### src/rtl/issue_stage_pkg.sv
// issue_stage_pkg: shared definitions for the issue stage.
//   unit_e   - functional-unit encoding carried with each decoded instruction
//   ROW_WB   - scoreboard stage vector of a value that is in writeback and
//              can therefore be forwarded instead of stalling
//   is_claim - true when an instruction must reserve its destination register
package issue_stage_pkg;

  typedef enum logic [1:0] {
    UNIT_AM      = 2'b00,
    UNIT_MEM     = 2'b01,
    UNIT_MULT    = 2'b10,
    UNIT_ILLEGAL = 2'b11
  } unit_e;

  localparam logic [4:0] ROW_WB = 5'b00001;

  // r0 is hardwired, so writing it never needs a scoreboard reservation.
  function automatic logic is_claim(input logic writes_rd, input logic [4:0] rd);
    return writes_rd && (rd != 5'd0);
  endfunction

endpackage

### src/rtl/issue_stage_if.sv
// issue_stage_if: Decode -> Issue handshake.
//   valid/ready          - instruction offer and acceptance
//   rs, rt, rd           - source and destination register numbers
//   uses_rs, uses_rt     - source operand use flags
//   writes_rd            - instruction writes back to rd
//   unit                 - target functional unit (unit_e encoding)
//   payload              - opaque instruction payload
// master: Decode side; slave: issue stage side.
interface issue_stage_if #(
  parameter int PAYLOAD_W = 32
);
  logic                 valid;
  logic                 ready;
  logic [4:0]           rs;
  logic [4:0]           rt;
  logic [4:0]           rd;
  logic                 uses_rs;
  logic                 uses_rt;
  logic                 writes_rd;
  logic [1:0]           unit;
  logic [PAYLOAD_W-1:0] payload;

  modport master (
    output valid, rs, rt, rd, uses_rs, uses_rt, writes_rd, unit, payload,
    input  ready
  );

  modport slave (
    input  valid, rs, rt, rd, uses_rs, uses_rt, writes_rd, unit, payload,
    output ready
  );
endinterface

### src/rtl/issue_stage_operand_ready.sv
// operand_ready: combinational RAW check for one source operand.
//   use_src  in  operand is read by the instruction
//   reg_src  in  register number of the operand
//   pending  in  scoreboard pending bit for reg_src
//   row      in  scoreboard stage vector for reg_src
//   ready    out operand value is available (or forwardable) this cycle
module operand_ready
  import issue_stage_pkg::*;
(
  input  logic       use_src,
  input  logic [4:0] reg_src,
  input  logic       pending,
  input  logic [4:0] row,
  output logic       ready
);

  // A producer sitting in writeback is forwarded, so it does not block.
  assign ready = !use_src || (reg_src == 5'd0) || !pending || (row == ROW_WB);

endmodule

### src/rtl/issue_stage.sv
// issue_stage: single-entry in-order issue stage between Decode and the
// AluMisc, Mem and Mult units. Holds one decoded instruction, checks RAW and
// writeback-collision hazards against the scoreboard, claims the destination
// and sends a registered one-cycle dispatch pulse to the target unit.
//   clock, reset                  clock; synchronous active-low reset
//   id                            Decode handshake (issue_stage_if.slave)
//   iss_ass_addr_a/b              scoreboard read addresses (held rs, rt)
//   iss_ass_pending_a/b, _row_a/b scoreboard read data per operand
//   sb_haz_column                 writeback-collision column for registerunit
//   writeaddr, registerunit,
//   enablewrite                   scoreboard claim port
//   am/mem/mult_ready             unit can accept
//   am/mem/mult_valid             registered dispatch pulses
//   ex_payload, ex_rd             registered payload/destination of last dispatch
//   flush                         discard the held instruction
//   stall_count                   consecutive stall cycles, saturating
//   illegal_unit                  sticky: an instruction targeted unit 11
module issue_stage
  import issue_stage_pkg::*;
#(
  parameter int PAYLOAD_W = 32,
  parameter int CNT_W     = 16
) (
  input  logic                 clock,
  input  logic                 reset,
  issue_stage_if.slave         id,
  output logic [4:0]           iss_ass_addr_a,
  output logic [4:0]           iss_ass_addr_b,
  input  logic                 iss_ass_pending_a,
  input  logic                 iss_ass_pending_b,
  input  logic [4:0]           iss_ass_row_a,
  input  logic [4:0]           iss_ass_row_b,
  input  logic [31:0]          sb_haz_column,
  output logic [4:0]           writeaddr,
  output logic [1:0]           registerunit,
  output logic                 enablewrite,
  input  logic                 am_ready,
  input  logic                 mem_ready,
  input  logic                 mult_ready,
  output logic                 am_valid,
  output logic                 mem_valid,
  output logic                 mult_valid,
  output logic [PAYLOAD_W-1:0] ex_payload,
  output logic [4:0]           ex_rd,
  input  logic                 flush,
  output logic [CNT_W-1:0]     stall_count,
  output logic                 illegal_unit
);

  logic                 hvalid;
  logic [4:0]           h_rs;
  logic [4:0]           h_rt;
  logic [4:0]           h_rd;
  logic                 h_uses_rs;
  logic                 h_uses_rt;
  logic                 h_writes_rd;
  unit_e                h_unit;
  logic [PAYLOAD_W-1:0] h_payload;

  logic opa_ready;
  logic opb_ready;
  logic claim;
  logic struct_haz;
  logic unit_rdy;
  logic live;
  logic issue;
  logic drop_illegal;

  operand_ready u_opa (
    .use_src (h_uses_rs),
    .reg_src (h_rs),
    .pending (iss_ass_pending_a),
    .row     (iss_ass_row_a),
    .ready   (opa_ready)
  );

  operand_ready u_opb (
    .use_src (h_uses_rt),
    .reg_src (h_rt),
    .pending (iss_ass_pending_b),
    .row     (iss_ass_row_b),
    .ready   (opb_ready)
  );

  always_comb begin
    unit_rdy = 1'b0;
    case (h_unit)
      UNIT_AM:   unit_rdy = am_ready;
      UNIT_MEM:  unit_rdy = mem_ready;
      UNIT_MULT: unit_rdy = mult_ready;
      default:   unit_rdy = 1'b0;
    endcase
  end

  assign claim      = is_claim(h_writes_rd, h_rd);
  // Mult has no fixed writeback slot, so its column is never consulted.
  assign struct_haz = claim && (h_unit != UNIT_MULT) && (|sb_haz_column);

  // Gating with reset keeps a held instruction from claiming on the reset edge.
  assign live         = hvalid && reset && !flush;
  assign issue        = live && (h_unit != UNIT_ILLEGAL) && opa_ready && opb_ready
                        && !struct_haz && unit_rdy;
  assign drop_illegal = live && (h_unit == UNIT_ILLEGAL);

  assign id.ready       = !hvalid || flush || issue || drop_illegal;
  assign iss_ass_addr_a = h_rs;
  assign iss_ass_addr_b = h_rt;
  assign writeaddr      = h_rd;
  assign registerunit   = hvalid ? h_unit : UNIT_AM;
  assign enablewrite    = issue && claim;

  always_ff @(posedge clock) begin
    if (!reset) begin
      hvalid <= 1'b0;
    end else if (flush) begin
      hvalid <= 1'b0;
    end else if (id.ready) begin
      hvalid <= id.valid;
    end
  end

  always_ff @(posedge clock) begin
    if (id.ready && id.valid && !flush) begin
      h_rs        <= id.rs;
      h_rt        <= id.rt;
      h_rd        <= id.rd;
      h_uses_rs   <= id.uses_rs;
      h_uses_rt   <= id.uses_rt;
      h_writes_rd <= id.writes_rd;
      h_unit      <= unit_e'(id.unit);
      h_payload   <= id.payload;
    end
  end

  always_ff @(posedge clock) begin
    if (!reset) begin
      am_valid   <= 1'b0;
      mem_valid  <= 1'b0;
      mult_valid <= 1'b0;
      ex_payload <= '0;
      ex_rd      <= '0;
    end else begin
      am_valid   <= issue && (h_unit == UNIT_AM);
      mem_valid  <= issue && (h_unit == UNIT_MEM);
      mult_valid <= issue && (h_unit == UNIT_MULT);
      if (issue) begin
        ex_payload <= h_payload;
        ex_rd      <= h_rd;
      end
    end
  end

  always_ff @(posedge clock) begin
    if (!reset) begin
      stall_count <= '0;
    end else if (!hvalid || issue || flush) begin
      stall_count <= '0;
    end else if (stall_count != {CNT_W{1'b1}}) begin
      stall_count <= stall_count + CNT_W'(1);
    end
  end

  always_ff @(posedge clock) begin
    if (!reset) begin
      illegal_unit <= 1'b0;
    end else if (drop_illegal) begin
      illegal_unit <= 1'b1;
    end
  end

endmodule

### src/flat_wrapper.sv
// flat-port wrapper written by rule: the top's interface ports become plain ports
module issue_stage_flat import issue_stage_pkg::*;
#(
  parameter int PAYLOAD_W = 32,
  parameter int CNT_W     = 16
)
  (clock, reset, iss_ass_addr_a, iss_ass_addr_b, iss_ass_pending_a, iss_ass_pending_b, iss_ass_row_a, iss_ass_row_b, sb_haz_column, writeaddr, registerunit, enablewrite, am_ready, mem_ready, mult_ready, am_valid, mem_valid, mult_valid, ex_payload, ex_rd, flush, stall_count, illegal_unit, id_valid, id_rs, id_rt, id_rd, id_uses_rs, id_uses_rt, id_writes_rd, id_unit, id_payload, id_ready);
  issue_stage_if #(.PAYLOAD_W(PAYLOAD_W)) id_i ();
  input  logic clock;
  input  logic reset;
  output logic [4:0] iss_ass_addr_a;
  output logic [4:0] iss_ass_addr_b;
  input  logic iss_ass_pending_a;
  input  logic iss_ass_pending_b;
  input  logic [4:0] iss_ass_row_a;
  input  logic [4:0] iss_ass_row_b;
  input  logic [31:0] sb_haz_column;
  output logic [4:0] writeaddr;
  output logic [1:0] registerunit;
  output logic enablewrite;
  input  logic am_ready;
  input  logic mem_ready;
  input  logic mult_ready;
  output logic am_valid;
  output logic mem_valid;
  output logic mult_valid;
  output logic [PAYLOAD_W-1:0] ex_payload;
  output logic [4:0] ex_rd;
  input  logic flush;
  output logic [CNT_W-1:0] stall_count;
  output logic illegal_unit;
  input wire logic [$bits(id_i.valid)-1:0] id_valid;
  input wire logic [$bits(id_i.rs)-1:0] id_rs;
  input wire logic [$bits(id_i.rt)-1:0] id_rt;
  input wire logic [$bits(id_i.rd)-1:0] id_rd;
  input wire logic [$bits(id_i.uses_rs)-1:0] id_uses_rs;
  input wire logic [$bits(id_i.uses_rt)-1:0] id_uses_rt;
  input wire logic [$bits(id_i.writes_rd)-1:0] id_writes_rd;
  input wire logic [$bits(id_i.unit)-1:0] id_unit;
  input wire logic [$bits(id_i.payload)-1:0] id_payload;
  output wire logic [$bits(id_i.ready)-1:0] id_ready;
  assign id_i.valid = id_valid;
  assign id_i.rs = id_rs;
  assign id_i.rt = id_rt;
  assign id_i.rd = id_rd;
  assign id_i.uses_rs = id_uses_rs;
  assign id_i.uses_rt = id_uses_rt;
  assign id_i.writes_rd = id_writes_rd;
  assign id_i.unit = id_unit;
  assign id_i.payload = id_payload;
  assign id_ready = id_i.ready;
  issue_stage #(.PAYLOAD_W(PAYLOAD_W), .CNT_W(CNT_W)) u_core (.clock(clock), .reset(reset), .id(id_i), .iss_ass_addr_a(iss_ass_addr_a), .iss_ass_addr_b(iss_ass_addr_b), .iss_ass_pending_a(iss_ass_pending_a), .iss_ass_pending_b(iss_ass_pending_b), .iss_ass_row_a(iss_ass_row_a), .iss_ass_row_b(iss_ass_row_b), .sb_haz_column(sb_haz_column), .writeaddr(writeaddr), .registerunit(registerunit), .enablewrite(enablewrite), .am_ready(am_ready), .mem_ready(mem_ready), .mult_ready(mult_ready), .am_valid(am_valid), .mem_valid(mem_valid), .mult_valid(mult_valid), .ex_payload(ex_payload), .ex_rd(ex_rd), .flush(flush), .stall_count(stall_count), .illegal_unit(illegal_unit));
endmodule
### config.mk
export PLATFORM = sky130hd
export DESIGN_NAME = issue_stage_flat
export DESIGN_NICKNAME = d
export VERILOG_FILES = /design/src/rtl/issue_stage_pkg.sv /design/src/rtl/issue_stage_if.sv /design/src/rtl/issue_stage_operand_ready.sv /design/src/rtl/issue_stage.sv /design/src/flat_wrapper.sv
export SDC_FILE = /design/constraint.sdc
export NUM_CORES = 1
export LEC_CHECK = 0
export CAP_MARGIN = 20
export CORE_MARGIN = 1
export CORE_UTILIZATION = 44
export CTS_BUF_LIST = sky130_fd_sc_hd__clkbuf_2
export DETAILED_ROUTE_END_ITERATION = 8
export GPL_TIMING_DRIVEN = 0
export PLACE_DENSITY_LB_ADDON = 0.25
export REMOVE_ABC_BUFFERS = 1
export SYNTH_ARGS = -nofsm -noshare
export SYNTH_HDL_FRONTEND = slang
export SYNTH_SLANG_ARGS = --single-unit
### constraint.sdc
create_clock -name clock -period 4.5 [get_ports clock]
set_input_delay 0.9 -clock clock [delete_from_list [all_inputs] [get_ports clock]]
set_output_delay 0.9 -clock clock [all_outputs]
set_load 0.05 [all_outputs]
==> summary.md, run 1 <==
| Metric | Value |
|---|---|
| Result of the run | completed |
| Area inside the core boundary | around 9200 um2 |
| CTS Sinks | 110 |
| Final antenna diode count | 0 |
| Die outline area | 9900 um2 |
| Peak supply drop | 0.2029 mV |
| GR Util All Layers | between 10% and 20% |
| GRT overflow | 0 |
| Number of maximum-capacitance violations | 0 |
| Ports placed on the boundary | 179 |
| Clock skew | 0.04963 ns |
| Total vias in the final route | 3,174 |
| CP dominant cell by count | clkdlybuf4s50_1 |
| Flops & latches, synth | 110 |
| Root Buffer Master | clkbuf_2 |
| Cells along the critical path | clkdlybuf4s50_1, nor4_1, nand4_1, o211a_2, nor3_4, and2_1, clkdlybuf4s50_1 |
| Pwr per Cell Area | 269.2 nW/um2 |
| Worst path max stage delay | roughly 0.81 ns |
| Maximum fanout along the worst path | 5 |
| Met2 GRT Util | approximately a third |
| Clock tree buffer depth | 2 |
| Final hold viol count | 0 |
| Setup repair after global routing missed its margin | no |
| Final number of max-transition violations | 0 |
| Worst slew margin relative to its limit | 55.31% |
| Synth warnings | 0 |
| Number of different library cells in the post-synthesis netlist | 41 |
| Synthesis-to-layout area growth | 50.28% |
| Fraction of final layout cells sized beyond drive strength 1 | approximately 5.6% |
| Final setup violation count | 0 |
| Routed vias/inst | 4.773 |
| Width of the chip | 99.50 um |
| Effective utilization at floorplan | 45.27% |
| CP required | 3.60 ns |
| Global-route wire length before repair | 14,730 um |
| WL per Instance | approximately 14 um |
| Prevailing post-synth register cell | dfxtp_1 |
| Main combinational cell family by area after synthesis | simple AND/OR/NAND/NOR gates |
| Least-Margin Pin Slew | between 0.6 and 0.7 ns |
| Number of buffers inserted by port buffering | 178 |
| Classification of the worst setup path | in -> out |
| Standard-cell rows | 35 |
| Clock transition at the registers of the reported paths | 0.33 ns |
| Mean instance size in the synthesized netlist | 12.09 um2 |
| Number of enable flip-flop cells after synthesis | 52 |
| Worst hold margin | 0.4758 ns |
| Xor/xnor share of the synthesized area | between 2 and 3% |
| Share of the clock period used by the worst path after layout | a little over nine tenths |
| Share of flip-flops with an asynchronous set or reset | 0% |
| Height of the chip | around 100 um |
| Tightest Hold Check Type | reg -> reg |
| Met1 GRT Util | 20.95% |
| Number of optimization iterations in the first detailed-route pass | 4 |
| Pin count of the biggest net entering global routing | 43 |
| Post-detailed-routing wire length | 9433 um |
| Number of design rule violations left after detail routing | 0 |
| Hold-fix buffer count after cts | 0 |
| Proportion of synthesized chip area in sequential cells | 65.09% |
| Worst Setup Slack, final | about 0.28 ns |
| Overall power consumption | 1.692 mW |
| Worst Setup End Kind | output pin |
| Most Used Layer, Global Route | met2 |
| Number of antenna violations at the first check in global routing | 0 |
| Number of instances in the synthesized netlist | 346 |
| H-Tree Depth | 3 |
| Pre-CTS setup slack | -0.1931 ns |
| Remaining antenna violation count | 0 |
| Clock tree from TritonCTS | built |
| Number of buffers created by CTS | 9 |
| Final cell area excluding filler cells | around 6300 um2 |
| Clock latency on the worst-skew pair | 0.56 ns |
| Compound-Gate Fraction of Synth Area | about 4.3% |
| Critical Path Slowest Stage Cell | clkdlybuf4s50_1 |
| Period minus WS final | 4.216 ns |
| Kind of start point of the critical path | input pin |
| Post-Synth Adder-Cell Area | 0.2991% |
| Endpoint arrival time on the critical path | 3.32 ns |
| Half-perimeter wire length of the detailed placement result | 7044 um |
| Basic-gate share of the synthesized area counting and, or, nand and nor cells | 13.52% |
| Mux cell area share after synthesis | 9.094% |
| Synth Cell Area | 4183 um2 |
| Met3 routing resource usage after global routing | 5.833% |
| Layout Nets | 635 |
| Iter 0 DRT Violations | 75 |
| Number of global-route vias before repair | 3,180 |
| Timing-limited maximum frequency | roughly 240 MHz |
| Leakage | 2.188 nW |
| Post-Place Cell Area | about 6000 um2 |
| Routability Congestion | 0.7882 |
[cell usage after synthesis (2+ instances only)]
| cell type | number | share of area (%) |
|---|---|---|
| a211oi_1 | 3 | 0.54 |
| a21oi_1 | 7 | 0.84 |
| and2_1 | 3 | 0.45 |
| buf_6 | 4 | 1.1 |
| clkbuf_1 | 5 | 0.45 |
| dfxtp_1 | 58 | 28 |
| edfxtp_1 | 52 | 37 |
| inv_1 | 37 | 3.3 |
| mux2i_1 | 38 | 9.1 |
| nand2_1 | 49 | 4.4 |
| nand2b_1 | 2 | 0.30 |
| nand3_1 | 9 | 1.1 |
| nand4_1 | 7 | 1.0 |
| nor2_1 | 15 | 1.3 |
| nor3_1 | 3 | 0.36 |
| nor3b_1 | 2 | 0.36 |
| nor4_1 | 12 | 1.8 |
| o2111ai_1 | 2 | 0.42 |
| o211ai_2 | 2 | 0.60 |
| o21ai_1 | 2 | 0.24 |
| or3_1 | 2 | 0.30 |
| or4_1 | 2 | 0.36 |
| xnor2_1 | 9 | 1.9 |
| xor2_1 | 4 | 0.84 |
[critical path: cells and delay by family]
family	cells	cell delay [ns]
buffers and inverters	2	1.21
AOI/OAI and AO/OA	1	0.34
and+or+nand+nor	4	0.86
[worst paths after layout]
| check | slack, ns | cells past startpoint | startpoint | endpoint |
|---|---|---|---|---|
| worst min register to register | 0.48 | 2 | u_core.ex_payload[5]$_SDFFE_PN0N_ | u_core.ex_payload[5]$_SDFFE_PN0N_ |
| worst min-delay path | 0.48 | 2 | u_core.ex_payload[5]$_SDFFE_PN0N_ | u_core.ex_payload[5]$_SDFFE_PN0N_ |
| worst max register to register | 1.47 | 7 | u_core.iss_ass_addr_b[3]$_DFFE_PP_ | u_core.h_payload[15]$_DFFE_PP_ |
| worst max-delay path | 0.28 | 7 | sb_haz_column[17] | enablewrite |
[power breakdown]
| part | switching (mW) | leakage, nW | total [mW] | internal [mW] |
|---|---|---|---|---|
| clock | 0.338 | 0.0687 | 0.426 | 0.0878 |
| combinational | 0.0759 | 1.17 | 0.179 | 0.103 |
| sequential | 0.0100 | 0.952 | 1.09 | 1.08 |
[what timing repair did]
item,CTS,global route
endpoints found under the setup margin,2,0
setup buffers,2,0
resized for setup,1,0
endpoints found under the hold margin,0,0
[routing by layer]
layer	part of all wire, %	vias up
met5	0	-
met4	1.3	0
met3	7.7	10
met2	51	113
met1	40	1479
li1	-	1572
[metrics by stage]
step / cells / TNS (ns) / utilization (%)
2_1_floorplan: 336 / -11.17 / -
3_3_place_gp: 643 / -191.99 / 65.55
3_5_place_dp: 647 / -0.3634 / 66.61
4_1_cts: 665 / 0 / 68.03
5_1_grt: 665 / 0 / 68.03
6_report: 665 / 0 / 68.03
[cell families (layout without fill, tap and decap cells)]
family,count (synthesis),count (layout)
compound gates,23,23
xor+xnor,13,13
fa+ha+maj,1,1
buf+inv,47,237
flops,110,110
mux,38,38
simple gates,114,114
[layout make-up]
type / count / area [um2]
multi-input combinational: 189 / 1252
fill: 716 / 2954
clock inverter: 7 / 68.82
clock buffer: 9 / 45.04
timing repair buffer: 184 / 1897
sequential: 110 / 2723
tap: 129 / 161.4
inverter: 37 / 138.9
[sequential cells by signal (all words and copies together), names as in the netlist, 2 cells and up]
signal	flops
u_core.writeaddr	5
u_core.stall_count	16
u_core.ex_payload	32
u_core.ex_rd	5
u_core.h_unit	2
u_core.iss_ass_addr_a	5
u_core.h_payload	32
u_core.iss_ass_addr_b	5
[cells in the final DEF, fill, tap and decap left out, types with 4 or more instances in the layout]
| master | instances |
|---|---|
| a21oi_1 | 7 |
| clkbuf_2 | 9 |
| clkdlybuf4s50_1 | 177 |
| dfxtp_1 | 58 |
| edfxtp_1 | 52 |
| inv_1 | 37 |
| mux2i_1 | 38 |
| nand2_1 | 49 |
| nand3_1 | 9 |
| nand4_1 | 7 |
| nor2_1 | 15 |
| nor4_1 | 12 |
| xnor2_1 | 9 |
| xor2_1 | 4 |
No activity file was read; power rests on OpenSTA's default activity.
==> inputs of run 2 (changes only) <==
Settings changed: ABC_CLOCK_PERIOD_IN_PS set to 4500, GPL_ROUTABILITY_DRIVEN set to 0.
==> results of run 2 <==
No change in the layout: final DEF, timing and power equal those of run 1.
==> patch 1: new RTL, settings of run 1 <==
`CNT_W` is set to 16 in 2 places; all go to 32.
--- a/src/rtl/issue_stage.sv
+++ b/src/rtl/issue_stage.sv
@@ -19,7 +19,7 @@
   import issue_stage_pkg::*;
 #(
   parameter int PAYLOAD_W = 32,
-  parameter int CNT_W     = 16
+  parameter int CNT_W     = 32
 ) (
   input  logic                 clock,
   input  logic                 reset,
--- a/src/flat_wrapper.sv
+++ b/src/flat_wrapper.sv
@@ -2,7 +2,7 @@
 module issue_stage_flat import issue_stage_pkg::*;
 #(
   parameter int PAYLOAD_W = 32,
-  parameter int CNT_W     = 16
+  parameter int CNT_W     = 32
 )
   (clock, reset, iss_ass_addr_a, iss_ass_addr_b, iss_ass_pending_a, iss_ass_pending_b, iss_ass_row_a, iss_ass_row_b, sb_haz_column, writeaddr, registerunit, enablewrite, am_ready, mem_ready, mult_ready, am_valid, mem_valid, mult_valid, ex_payload, ex_rd, flush, stall_count, illegal_unit, id_valid, id_rs, id_rt, id_rd, id_uses_rs, id_uses_rt, id_writes_rd, id_unit, id_payload, id_ready);
   issue_stage_if #(.PAYLOAD_W(PAYLOAD_W)) id_i ();
Interface: changed (resized stall_count); port bits go from 179 to 195. The function was not compared with the original's and may differ.
==> patch 1 against run 1 <==
  * Final area rose by 19%
  * Sequential cell count rose by 16
  * Power up 32%
  * Wire length is 36% higher
  * Count of clock-buffer cells in the layout grew 11
  * Hold slack lost 6.4 ps
  * Critical path depth fell by 1
  * Area after synthesis increased by 22%
  * Setup slack worse by 94 ps
  * Critical path type unchanged
==> patch 1: results (changes against run 1) <==
outcome -> finished clean
relative slew slack -> 0.446 (-0.107)
share of layout cells above drive strength 1 -> 0.0861 (+0.0301)
TritonCTS Buffers -> 17 (+8)
Starting DRT DRC Count -> 236 (+210%)
Hold Slack -> 469 ps (-6.36 ps)
hpwl dp -> 9.63 mm (+37%)
Synth area leaders -> edfxtp_1 (31%), dfxtp_1 (29%), mux2i_1 (7.7%), nand2_1 (4.1%), inv_1 (2.6%)
reg-to-reg critical path startpoint -> u_core.iss_ass_addr_b[0]
Post-Place Setup Slack -> -456 ps (-263 ps)
R2R Path End -> u_core.h_payload[20]
Yosys cell types -> 49 (+20%)
Syn Inst Count -> 448 (+29%)
final worst slack -> 191 ps (-93.6 ps)
Nets -> 753 (+19%)
first-pass GRT wire length -> 20.0 mm (+36%)
Post-Synth XOR/XNOR Area -> 0.0258 (-0.00140)
Synth Area in Compound Gates -> 0.0711 (+0.0280)
leakage power total -> 2.57 nW (+17%)
largest registers -> u_core.ex_payload: 32 flops, u_core.h_payload: 32 flops, u_core.stall_count: 32 flops
adder-cell share of the synthesized area -> 0.00246 (-0.000533)
post-route insts no fill -> 802 (+21%)
Worst VDD drop -> 0.000186 V (-8.1%)
area of placed instances -> 7200 µm² (+17%)
Synth top cells by count -> dfxtp_1 (74), nand2_1 (56), edfxtp_1 (52), mux2i_1 (39), inv_1 (35)
multiplexer area fraction after synthesis -> 0.0767 (-0.0142)
GPL Wtd Cong -> 0.852 (+8.1%)
Critical Path Sink -> id_ready
R2R setup slack -> 1560 ps (+90 ps)
H-tree depth -> 4 (+1)
Total Routing Usage GR -> 0.222 (+0.0307)
CP arrival -> 3410 ps (+90 ps)
clk_lat worst skew -> 650 ps (+90 ps)
Filler Cell Count -> 896 (+25%)
Setup Skew -> 26.9 ps (-22.7 ps)
Worst Hold End -> u_core.ex_payload[13]
CTS clk-pin slew, worst paths -> 190 ps (-140 ps)
DR vias -> 4126 (+30%)
patch 1: cell count changes after synthesis, moves of 5 or more:
cell	before	now
dfxtp_1	58	74
or3_1	2	12
nand2_1	49	56
nor2_1	15	22
o31ai_1	0	7
or4_1	2	8
a21oi_2	0	5
patch 1: repair_timing:
item,in CTS,in global routing
gates resized for setup,0,0
setup buffers,1,0
endpoints found under the setup margin,2,0
hold buffers,0,0
patch 1: layer usage:
layer / vias to the layer above / GRT usage / part of all wire
met5: - / 0 / 0.0010
met4: 2 / 0.0895 / 0.021
met3: 26 / 0.0646 / 0.066
met2: 136 / 0.374 / 0.49
met1: 1956 / 0.267 / 0.43
li1: 2006 / - / -
patch 1: layout make-up:
type / count / area (µm²) / share of cell area
sequential: 126 / 3040 / 0.406
clock buffer: 20 / 100 / 0.0134
clock inverter: 12 / 193 / 0.0257
inverter: 35 / 131 / 0.0175
multi-input combinational: 270 / 1810 / 0.241
timing repair buffer: 199 / 2050 / 0.273
tap: 140 / 175 / 0.0234
patch 1: per-stage QoR:
step	setup TNS, ps	util
after floorplan	-14360	-
after global placement	-200200	0.643
after detailed placement	-899	0.652
after CTS	0	0.680
after global routing	0	0.680
final	0	0.680
patch 1: power groups by stage:
stage	Sequential (mW)	Clock [mW]	Combinational, mW
3_5_place_dp	1.25	0	0.182
4_1_cts	1.23	0.847	0.183
3_3_place_gp	1.25	0	0.174
2_1_floorplan	1.28	0	0.0299
5_1_grt	1.23	0.913	0.191
6_report	1.23	0.827	0.181
patch 1: critical path: stages:
cell	delay (ps)
buf_2	630
and3b_1	380
o311ai_2	210
nor3_4	300
or3_1	150
clkdlybuf4s50_1	820
==> patch 2: new RTL, settings of run 1 <==
Without the edit above. Register the output `stall_count` once more, with the module's reset; this adds one clock of latency there. The other outputs are not delayed to match. Comments in the files are not updated.
--- a/src/rtl/issue_stage.sv
+++ b/src/rtl/issue_stage.sv
@@ -46,6 +46,8 @@
   output logic [CNT_W-1:0]     stall_count,
   output logic                 illegal_unit
 );
+
+  logic [CNT_W-1:0] stall_count_s0;
 
   logic                 hvalid;
   logic [4:0]           h_rs;
@@ -152,11 +154,11 @@
 
   always_ff @(posedge clock) begin
     if (!reset) begin
-      stall_count <= '0;
+      stall_count_s0 <= '0;
     end else if (!hvalid || issue || flush) begin
-      stall_count <= '0;
-    end else if (stall_count != {CNT_W{1'b1}}) begin
-      stall_count <= stall_count + CNT_W'(1);
+      stall_count_s0 <= '0;
+    end else if (stall_count_s0 != {CNT_W{1'b1}}) begin
+      stall_count_s0 <= stall_count_s0 + CNT_W'(1);
     end
   end
 
@@ -168,5 +170,13 @@
     end
   end
 
+  always_ff @(posedge clock) begin
+    if (!reset) begin
+      stall_count <= '0;
+    end else begin
+      stall_count <= stall_count_s0;
+    end
+  end
+
 endmodule
 
Function: changed (a bounded check fails within 4 cycles, from zero or initial values and one cycle with reset low).
==> patch 2 against run 1 <==
  * Setup slack got worse by 140 ps
  * Wire length increased by 11%
  * Via count increased by 6.1%
  * Fmax decreased by 3.2%
  * Clock skew decreased by 4.2 ps
  * Area after synthesis increased by 9.9%
  * Critical path depth increased by 1
  * Sequential cell count increased by 16
  * Final area increased by 8.3%
  * Hold slack got worse by 19 ps
  * Utilization increased by 0.37 points
  * Non-clock buffer count decreased by 1
  * Power increased by 25%
  * Critical path type unchanged
  * Highest routed layer unchanged
==> patch 2: results (changes against run 1) <==
vias per std cell -> 4.77 (about the same)
CTS clk-pin slew, worst paths -> 170 ps (-160 ps)
asr flop ratio synth -> 0 (unchanged)
H-tree depth -> 4 (+1)
outcome -> finished clean
Ys Warns -> 0 (unchanged)
initial antenna violation count -> 0 (unchanged)
first-pass GRT wire length -> 16.9 mm (+15%)
TritonCTS Buffers -> 17 (+8)
Filler Cell Count -> 765 (+6.8%)
Nets -> 664 (+4.6%)
Total Routing Usage GR -> 0.202 (+0.0107)
DRT Pass-1 Iters -> 4 (unchanged)
Synth top cells by count -> dfxtp_1 (74), nand2_1 (53), edfxtp_1 (52), mux2i_1 (40), inv_1 (29)
vias in the first global route -> 3493 (+9.8%)
reg-to-reg critical path startpoint -> u_core.iss_ass_addr_a[3]
worst stage delay on the critical path -> 550 ps (-260 ps)
hpwl dp -> 7.76 mm (+10%)
postcts setup bufs -> 0 (-2)
CP arrival -> 3450 ps (+130 ps)
largest net degree at the start of global routing -> 35 (-19%)
largest registers -> u_core.ex_payload: 32 flops, u_core.h_payload: 32 flops
Hold Path Class -> register to register
sequential area share after synthesis -> 0.662 (+0.0110)
GPL Wtd Cong -> 0.795 (+0.82%)
Setup Skew -> 45.5 ps (-4.15 ps)
top cell type's share of synthesized area -> 0.340 (-0.0336)
Starting DRT DRC Count -> 82 (+9.3%)
Post-Place Setup Slack -> -108 ps (+84.7 ps)
Clock Tree Root -> clkbuf_2
n_diodes -> 0 (unchanged)
area of placed instances -> 6560 µm² (+6.6%)
CP Max Fanout -> 12 (+7)
relative slew slack -> 0.488 (-0.0648)
Worst VDD drop -> 0.000170 V (-16%)
leakage power total -> 2.48 nW (+13%)
Synth area leaders -> edfxtp_1 (34%), dfxtp_1 (32%), mux2i_1 (8.7%), nand2_1 (4.3%), and2_1 (2.9%)
Clock Tree Buf Depth -> 2 (unchanged)
I/O Buffers -> 178 (unchanged)
Yosys cell types -> 38 (-7.3%)
Setup crit start -> sb_haz_column[17]
clk_lat worst skew -> 650 ps (+90 ps)
slowest stage cell, crit path -> dlygate4sd2_1
share of layout cells above drive strength 1 -> 0.0750 (+0.0191)
hold path start -> u_core.illegal_unit
Routed WL -> 10.5 mm (+11%)
number of synthesized flops with an enable pin -> 52 (unchanged)
Crit path max-delay family -> buffers and inverters
[patch 2: stage by stage]
step                 util  cells  hold WS [ps]  power (mW)
floorplan               -    358           444        1.31
finish              0.684    706           456        2.11
global placement    0.649    669           434        1.43
detailed placement  0.659    674           441        1.44
global route        0.684    706           487        2.21
CTS                 0.684    706           463        2.14
[patch 2: final cells by class]
cell class                      instances  area share
Timing Repair Buffer                  183       0.277
Tap cell                              133      0.0244
Inverter                               29      0.0160
Sequential cell                       126       0.447
Clock buffer                           18      0.0132
Multi-Input combinational cell        203       0.199
Clock inverter                         14      0.0228
[patch 2: worst min-delay path: cells and delay by family, from the launching register on]
family / cells / cell delay, ps
flops: 1 / 350
simple gates: 2 / 90
[patch 2: final timing paths]
kind	endpoint	slack, ps	cells past startpoint
worst max register to register	u_core.h_payload[6]	1480	6
worst max-delay path	enablewrite	150	8
worst min-delay path	u_core.illegal_unit	460	2
worst min register to register	u_core.illegal_unit	460	2
[patch 2: report_power, final]
part | switching (mW) | internal [mW]
logic | 0.0797 | 0.104
registers | 0.0103 | 1.22
clock network | 0.435 | 0.267
[patch 2: layer usage]
metal / GRT usage / share of wire / vias to the layer above
li1: - / - / 1668
met1: 0.224 / 0.40 / 1552
met2: 0.340 / 0.50 / 122
met3: 0.0764 / 0.077 / 26
met4: 0.0990 / 0.027 / 0
met5: 0 / 0 / -
[patch 2: timing repair]
item	CTS	global route
endpoints found under the hold margin	0	0
pin swaps	0	0
endpoints found under the setup margin	1	1
gates resized for setup	1	1
[patch 2: kinds of logic after synthesis]
kind of cell    synth area share
simple gates               0.140
flops                      0.662
buf+inv                   0.0427
mux                       0.0871
compound gates            0.0422
xor+xnor                  0.0229
fa+ha+maj                0.00272
